--- src/rtl/dmem_mmio_router_pkg.sv ---
// Shared definitions for the data-memory / MMIO router.
// Provides the MMIO word offsets (addr[4:2]), the core's funct3 size codes
// and the UART transmitter state type.
package dmem_mmio_router_pkg;

  // MMIO word index within the window (addr[4:2])
  localparam logic [2:0] OffMtimeLo    = 3'd0;
  localparam logic [2:0] OffMtimeHi    = 3'd1;
  localparam logic [2:0] OffMtimecmpLo = 3'd2;
  localparam logic [2:0] OffMtimecmpHi = 3'd3;
  localparam logic [2:0] OffUartTxdata = 3'd4;
  localparam logic [2:0] OffUartStatus = 3'd5;

  // dmemSize (funct3) encodings
  localparam logic [2:0] SizeB  = 3'd0;
  localparam logic [2:0] SizeH  = 3'd1;
  localparam logic [2:0] SizeW  = 3'd2;
  localparam logic [2:0] SizeBu = 3'd4;
  localparam logic [2:0] SizeHu = 3'd5;

  typedef enum logic [1:0] {
    StIdle,
    StStart,
    StData,
    StStop
  } uart_state_t;

endpackage

--- src/rtl/dmem_mmio_router_uart_tx.sv ---
// 8N1 UART transmitter fronted by a small TX FIFO.
//   clk_i, rst_ni  clock / async active-low reset
//   push_i, data_i enqueue a byte (dropped when full, which sets overflow)
//   ovf_clr_i      clears the sticky overflow flag
//   full_o         FIFO holds FifoDepth entries
//   busy_o         frame in progress or bytes still queued
//   overflow_o     sticky: a push was dropped
//   tx_o           serial line, idles high
module dmem_mmio_router_uart_tx
  import dmem_mmio_router_pkg::*;
#(
  parameter int unsigned BaudDiv   = 868,
  parameter int unsigned FifoDepth = 8
) (
  input  logic       clk_i,
  input  logic       rst_ni,
  input  logic       push_i,
  input  logic [7:0] data_i,
  input  logic       ovf_clr_i,
  output logic       full_o,
  output logic       busy_o,
  output logic       overflow_o,
  output logic       tx_o
);

  localparam int unsigned PtrW  = $clog2(FifoDepth);
  localparam int unsigned BaudW = $clog2(BaudDiv);
  localparam logic [PtrW:0]    FullCnt  = (PtrW + 1)'(FifoDepth);
  localparam logic [BaudW-1:0] BaudLast = BaudW'(BaudDiv - 1);

  logic [7:0]       mem_q [FifoDepth];
  logic [PtrW-1:0]  wr_ptr_q, rd_ptr_q;
  logic [PtrW:0]    count_q, count_d;
  uart_state_t      state_q, state_d;
  logic [BaudW-1:0] baud_cnt_q, baud_cnt_d;
  logic [2:0]       bit_idx_q, bit_idx_d;
  logic [7:0]       data_q, data_d;
  logic             overflow_q, overflow_d;
  logic             push_ok, pop, full, fifo_empty, baud_wrap;

  assign full       = (count_q == FullCnt);
  assign fifo_empty = (count_q == '0);
  // A full FIFO rejects the push even when a pop frees a slot this cycle.
  assign push_ok    = push_i & ~full;
  assign baud_wrap  = (baud_cnt_q == BaudLast);

  always_comb begin
    state_d    = state_q;
    baud_cnt_d = baud_cnt_q;
    bit_idx_d  = bit_idx_q;
    data_d     = data_q;
    pop        = 1'b0;
    if (state_q != StIdle) begin
      baud_cnt_d = baud_wrap ? '0 : baud_cnt_q + 1'b1;
    end
    unique case (state_q)
      StIdle: begin
        if (!fifo_empty) begin
          pop        = 1'b1;
          data_d     = mem_q[rd_ptr_q];
          baud_cnt_d = '0;
          state_d    = StStart;
        end
      end
      StStart: begin
        if (baud_wrap) begin
          bit_idx_d = '0;
          state_d   = StData;
        end
      end
      StData: begin
        if (baud_wrap) begin
          if (bit_idx_q == 3'd7) begin
            state_d = StStop;
          end else begin
            bit_idx_d = bit_idx_q + 3'd1;
          end
        end
      end
      StStop: begin
        if (baud_wrap) begin
          // Chain straight into the next start bit: no idle gap between frames.
          if (!fifo_empty) begin
            pop     = 1'b1;
            data_d  = mem_q[rd_ptr_q];
            state_d = StStart;
          end else begin
            state_d = StIdle;
          end
        end
      end
      default: state_d = StIdle;
    endcase
  end

  always_comb begin
    count_d    = count_q + (PtrW + 1)'(push_ok) - (PtrW + 1)'(pop);
    overflow_d = ovf_clr_i ? 1'b0 : overflow_q;
    if (push_i && full) begin
      overflow_d = 1'b1;
    end
  end

  always_comb begin
    tx_o = 1'b1;
    unique case (state_q)
      StStart: tx_o = 1'b0;
      StData:  tx_o = data_q[bit_idx_q];
      default: tx_o = 1'b1;
    endcase
  end

  always_ff @(posedge clk_i) begin
    if (push_ok) begin
      mem_q[wr_ptr_q] <= data_i;
    end
  end

  always_ff @(posedge clk_i or negedge rst_ni) begin
    if (!rst_ni) begin
      state_q    <= StIdle;
      baud_cnt_q <= '0;
      bit_idx_q  <= '0;
      data_q     <= '0;
      wr_ptr_q   <= '0;
      rd_ptr_q   <= '0;
      count_q    <= '0;
      overflow_q <= 1'b0;
    end else begin
      state_q    <= state_d;
      baud_cnt_q <= baud_cnt_d;
      bit_idx_q  <= bit_idx_d;
      data_q     <= data_d;
      wr_ptr_q   <= wr_ptr_q + PtrW'(push_ok);
      rd_ptr_q   <= rd_ptr_q + PtrW'(pop);
      count_q    <= count_d;
      overflow_q <= overflow_d;
    end
  end

  assign full_o     = full;
  assign busy_o     = (state_q != StIdle) | ~fifo_empty;
  assign overflow_o = overflow_q;

endmodule

--- src/rtl/dmem_mmio_router.sv ---
// Router between the core's data-memory port, the synchronous data RAM and a
// 4 KB MMIO window holding a 64-bit machine timer and a UART transmitter.
//   clk, rst                    clock / async active-low reset
//   dmem*                       core access (addr, wdata, size, wen, ren, rdata)
//   ram*                        RAM passthrough; strobes gated off on MMIO hits
//   uartTx                      serial output, idles high
//   timerIrq                    registered mtime >= mtimecmp
// Loads return one cycle after dmemRen for both regions; no stalls.
module dmem_mmio_router
  import dmem_mmio_router_pkg::*;
#(
  parameter logic [31:0] MMIO_BASE     = 32'h1000_0000,
  parameter int unsigned TICK_DIV      = 1,
  parameter int unsigned BAUD_DIV      = 868,
  parameter int unsigned TX_FIFO_DEPTH = 8
) (
  input  logic        clk,
  input  logic        rst,
  input  logic [31:0] dmemAddr,
  input  logic [31:0] dmemWdata,
  input  logic [2:0]  dmemSize,
  input  logic        dmemWen,
  input  logic        dmemRen,
  output logic [31:0] dmemRdata,
  output logic [31:0] ramAddr,
  output logic [31:0] ramWdata,
  output logic [2:0]  ramSize,
  output logic        ramWen,
  output logic        ramRen,
  input  logic [31:0] ramRdata,
  output logic        uartTx,
  output logic        timerIrq
);

  localparam int unsigned TickW = (TICK_DIV > 1) ? $clog2(TICK_DIV) : 1;
  localparam logic [TickW-1:0] TickLast = TickW'(TICK_DIV - 1);

  logic             mmio_hit, in_map, mmio_wr, tick;
  logic [2:0]       word;
  logic [TickW-1:0] tick_cnt_q, tick_cnt_d;
  logic [63:0]      mtime_q, mtime_d, mtimecmp_q, mtimecmp_d;
  logic             timer_irq_q, timer_irq_d;
  logic             rd_valid_q, rd_sel_mmio_q;
  logic [31:0]      mmio_rdata, mmio_rd_q, rdata_hold_q, rd_mux;
  logic             uart_full, uart_busy, uart_overflow;
  logic             unused_addr;

  assign mmio_hit = (dmemAddr[31:12] == MMIO_BASE[31:12]);
  // Offsets past the last register word read 0 and ignore writes.
  assign in_map   = (dmemAddr[11:5] == 7'd0);
  assign word     = dmemAddr[4:2];
  assign mmio_wr  = dmemWen & mmio_hit & in_map;
  assign unused_addr = ^dmemAddr[1:0];

  assign ramAddr  = dmemAddr;
  assign ramWdata = dmemWdata;
  assign ramSize  = dmemSize;
  assign ramWen   = dmemWen & ~mmio_hit;
  assign ramRen   = dmemRen & ~mmio_hit;

  // Timer: a write to either half pre-empts that cycle's tick entirely.
  assign tick = (tick_cnt_q == TickLast);
  always_comb begin
    tick_cnt_d = tick ? '0 : tick_cnt_q + 1'b1;
    mtime_d    = mtime_q;
    mtimecmp_d = mtimecmp_q;
    if (mmio_wr && word == OffMtimeLo) begin
      mtime_d[31:0] = dmemWdata;
    end else if (mmio_wr && word == OffMtimeHi) begin
      mtime_d[63:32] = dmemWdata;
    end else if (tick) begin
      mtime_d = mtime_q + 64'd1;
    end
    if (mmio_wr && word == OffMtimecmpLo) begin
      mtimecmp_d[31:0] = dmemWdata;
    end
    if (mmio_wr && word == OffMtimecmpHi) begin
      mtimecmp_d[63:32] = dmemWdata;
    end
    timer_irq_d = (mtime_q >= mtimecmp_q);
  end

  // Read mux sees pre-write register values, so a same-cycle store is not visible.
  always_comb begin
    mmio_rdata = '0;
    if (in_map) begin
      case (word)
        OffMtimeLo:    mmio_rdata = mtime_q[31:0];
        OffMtimeHi:    mmio_rdata = mtime_q[63:32];
        OffMtimecmpLo: mmio_rdata = mtimecmp_q[31:0];
        OffMtimecmpHi: mmio_rdata = mtimecmp_q[63:32];
        OffUartStatus: mmio_rdata = {29'd0, uart_overflow, uart_busy, uart_full};
        default:       mmio_rdata = '0;
      endcase
    end
  end

  assign rd_mux    = rd_sel_mmio_q ? mmio_rd_q : ramRdata;
  assign dmemRdata = rd_valid_q ? rd_mux : rdata_hold_q;

  always_ff @(posedge clk or negedge rst) begin
    if (!rst) begin
      tick_cnt_q    <= '0;
      mtime_q       <= '0;
      mtimecmp_q    <= '1;
      timer_irq_q   <= 1'b0;
      rd_valid_q    <= 1'b0;
      rd_sel_mmio_q <= 1'b0;
      mmio_rd_q     <= '0;
      rdata_hold_q  <= '0;
    end else begin
      tick_cnt_q    <= tick_cnt_d;
      mtime_q       <= mtime_d;
      mtimecmp_q    <= mtimecmp_d;
      timer_irq_q   <= timer_irq_d;
      rd_valid_q    <= dmemRen;
      rd_sel_mmio_q <= dmemRen & mmio_hit;
      if (dmemRen) begin
        mmio_rd_q <= mmio_rdata;
      end
      if (rd_valid_q) begin
        rdata_hold_q <= rd_mux;
      end
    end
  end

  assign timerIrq = timer_irq_q;

  dmem_mmio_router_uart_tx #(
    .BaudDiv  (BAUD_DIV),
    .FifoDepth(TX_FIFO_DEPTH)
  ) u_uart_tx (
    .clk_i     (clk),
    .rst_ni    (rst),
    .push_i    (mmio_wr & (word == OffUartTxdata)),
    .data_i    (dmemWdata[7:0]),
    .ovf_clr_i (mmio_wr & (word == OffUartStatus) & dmemWdata[2]),
    .full_o    (uart_full),
    .busy_o    (uart_busy),
    .overflow_o(uart_overflow),
    .tx_o      (uartTx)
  );

endmodule
--- config.mk ---
export PLATFORM = sky130hd
export DESIGN_NAME = dmem_mmio_router
export DESIGN_NICKNAME = d
export VERILOG_FILES = /design/src/rtl/dmem_mmio_router_pkg.sv /design/src/rtl/dmem_mmio_router_uart_tx.sv /design/src/rtl/dmem_mmio_router.sv
export SDC_FILE = /design/constraint.sdc
export NUM_CORES = 1
export LEC_CHECK = 0
export ABC_AREA = 1
export BUFFER_PORTS_ARGS = -buffer_cell sky130_fd_sc_hd__clkbuf_2
export CAP_MARGIN = 20
export CORE_UTILIZATION = 30
export CTS_BUF_LIST = sky130_fd_sc_hd__clkbuf_16
export CTS_CLUSTER_SIZE = 28
export DETAILED_ROUTE_END_ITERATION = 6
export PLACE_DENSITY = 0.51
export SLEW_MARGIN = 20
export SYNTH_ARGS = -nofsm -noshare
export SYNTH_HDL_FRONTEND = slang
export SYNTH_SLANG_ARGS = --single-unit
--- constraint.sdc ---
create_clock -name clk -period 3.4 [get_ports clk]
set_input_delay 0.68 -clock clk [delete_from_list [all_inputs] [get_ports clk]]
set_output_delay 0.68 -clock clk [all_outputs]
set_load 0.05 [all_outputs]
==> flow_summary.json <==
{
  "synthTopCellsByArea": "dfrtp_1, nand2_1, edfxtp_1",
  "setup_viol": 0,
  "clock-skew-final_ns": 0.02356,
  "ys_warn_count": 0,
  "met2_length_um": 28960,
  "post_synth_fa_ha_maj_area_fraction_pct": 5.797,
  "cts.sinks": 293,
  "wl_met1_um": 32550,
  "io_buffers": 195,
  "maxSlewHeadroom_pct": 36.73,
  "maxCapViolCount": 0,
  "n_fill_cell": 6423,
  "num_rows": 90,
  "drv_slew": 0,
  "cts_resized": 0,
  "core_area_sq_um": 60250,
  "cp_data_required_time_ns": 2.72,
  "hold_buffers": 0,
  "vias": 16880,
  "fin_setup_tns_ns": 0,
  "grt_usage_pct": 21.68,
  "synth_nets": 2603,
  "worst_pin_slew_ns": 0.9491,
  "drt_wl_total_um": 67440,
  "wl_per_cell_um": 20.08,
  "hpwlAfterDp_um": 50720,
  "highest_layer": "met5",
  "max_freq_mhz": 341.5,
  "cts_setup_buffers": 0,
  "violations": "design-rule violations",
  "p_per_area_nw_per_um2": 411.5,
  "wl_met3_um": 4785,
  "synth_cells": 2416,
  "netlist_area_sq_um": 18260,
  "postRouteAntennaNets": 0,
  "ys_ff_latch": 293,
  "clockBufferDepth": 3,
  "initial_utilization_pct": 30.31,
  "period_minus_slack_ns": 2.928,
  "cts_max_level": 2,
  "die_width_um": 248.7,
  "die_area_sq_um": 61860,
  "synth.area.mux_share_pct": 0.4933,
  "final_util_pct": 34.77,
  "synthDistinctLibCells": 47,
  "synth_top_family_by_area": "simple AND/OR/NAND/NOR gates",
  "routabilityCongestion": 0.9848,
  "drive_above_1_share_pct": 16.76,
  "cts_tree": "built",
  "synth_edf_count": 64,
  "drtPass1Iterations": 7,
  "synth-compound-area-share_pct": 12.96,
  "grt_start_max_net_pins": 88,
  "first_iter_violations": 1650,
  "synth_top_cell_area_share_pct": 22.61,
  "overflow": 0,
  "area_delta_synth_final_pct": 14.72,
  "r2r-start": "u_uart_tx.state_q[0]",
  "synth_ff_type": "dfrtp_1",
  "seq_area_frac_synth_pct": 42.34,
  "synth-xor-area-share_pct": 0.7674,
  "synth-simple-area-share_pct": 25.86,
  "num_antenna_cells": 0,
  "setup_slack_ns": 0.4718,
  "async_flop_share_pct": 78.16,
  "synth_largest_area_cell": "dfrtp_1",
  "die_y_um": 248.7,
  "insertion_delay_ns": 0.56,
  "pre_cts_ws_ns": 0.5116,
  "grt_setup_unrepaired": "no",
  "finalNetCount": 2735,
  "status": "finished, violations left",
  "root_buffer": "clkbuf_16",
  "final_hold_viol_count": 0,
  "antenna_found_initial": 4,
  "cts_buffers": 37,
  "post-route-period-util_pct": 86.12,
  "start_kind": "flip-flop",
  "arrival_ns": 2.25,
  "synth_area_per_cell_sq_um": 7.558,
  "power_leakage_nw": 9.575,
  "endpoint_kind": "primary output",
  "fin_total_pwr_w": 0.008620,
  "clkTransAtPathRegs_ns": 0.06,
  "via_per_inst": 5.024,
  "vdd_drop_max_mv": 0.2913,
  "cp_max_fo": 64,
  "grt_pass1_wl_um": 102600,
  "path_class": "reg -> out",
  "grt_pass1_vias": 16260,
  "drcViolationCount": 2,
  "cp-startpoint": "rd_valid_q",
  "boundaryPins": 206,
  "hold_path_class": "in -> async"
}
-- critical path, cell delays in order (launching register included) --
cell,delay (ns)
dfrtp_2,0.97
o211ai_1,0.18
o21ai_0,0.19
clkbuf_2,0.35
-- cell usage after synthesis, types with 15 or more instances --
cell	instances
xor2_1	15
a21oi_1	51
buf_4	67
dfstp_2	64
nand3_1	133
o21ai_0	152
nand2_1	667
o21ai_2	37
buf_2	22
edfxtp_1	64
o22ai_1	67
clkbuf_1	40
ha_1	83
inv_1	311
o21ai_1	28
o211ai_1	34
nand4_1	49
dfrtp_1	165
nor2_1	263
-- routing by layer --
layer / GRT usage, % / vias to the layer above
met5: 0 / -
met4: 4.738 / 2
met3: 4.169 / 96
met2: 32.48 / 588
met1: 32.04 / 8106
li1: - / 8083
-- kinds of logic after synthesis --
logic type,Yosys count
fa+ha+maj,84
mux,9
flops,293
compound gates,394
xor+xnor,16
buf+inv,471
simple gates,1149
-- where the power goes --
group / internal, W / switching, W
Sequential: 0.00364 / 0.0000212
Combinational: 0.000179 / 0.000624
Clock: 0.00247 / 0.00169
-- worst paths after layout --
path / to / cells past startpoint / slack, ns
setup reg to reg: u_uart_tx.count_q[1] / 9 / 0.62
max in group asynchronous: mtimecmp_q[17] / 2 / 2.42
hold reg to reg: mtimecmp_q[56] / 2 / 0.47
hold / removal: u_uart_tx.state_q[0] / 1 / 0.11
min in group clk: rdata_hold_q[15] / 3 / 0.41
setup / recovery: dmemRdata[29] / 3 / 0.47
-- area by class of cell --
class / instances / area (sq um) / share of cell area [%]
multi-input cells: 1652 / 8382 / 40.01
flip-flops and latches: 293 / 7735 / 36.92
repair buffers: 246 / 1406 / 6.713
inverters: 318 / 1194 / 5.698
well taps: 782 / 978.4 / 4.670
clock buffers: 37 / 925.9 / 4.419
clock inverters: 31 / 329.1 / 1.571
-- through the flow --
step	hold slack, ns	std cells	cell area [sq um]
3_5_place_dp	0.4662	3291	19700
4_1_cts	0.1288	3359	20950
2_1_floorplan	0.3844	2416	18260
6_report	0.1051	3359	20950
3_3_place_gp	0.4628	3291	19700
5_1_grt	0.1594	3359	20950
-- flip-flops by register name, indices dropped and copies added, names as in the netlist --
signal                flops
timerIrq                  1
rd_sel_mmio_q             1
rdata_hold_q             32
u_uart_tx.overflow_o      1
rd_valid_q                1
u_uart_tx.bit_idx_q       3
u_uart_tx.baud_cnt_q     10
mmio_rd_q                32
u_uart_tx.wr_ptr_q        3
u_uart_tx.rd_ptr_q        3
u_uart_tx.mem_q          64
u_uart_tx.count_q         4
u_uart_tx.state_q         2
mtimecmp_q               64
u_uart_tx.data_q          8
mtime_q                  64
-- placed cells by master (no fill, tap or decap), drive strengths merged, types with 3 or more instances in the layout --
master	count
xor2	15
nand3b	3
o32ai	10
dfrtp	165
nor2	274
a21oi	51
nor3	8
nand3	134
inv	328
nand2	670
nor3b	3
bufinv	6
o22ai	67
or2	4
nand4	49
ha	83
o211ai	34
mux2i	9
buf	52
dfstp	64
edfxtp	64
clkinv	13
o221ai	7
clkbuf	231
o21ai	217
No activity file was read; power rests on OpenSTA's default activity.
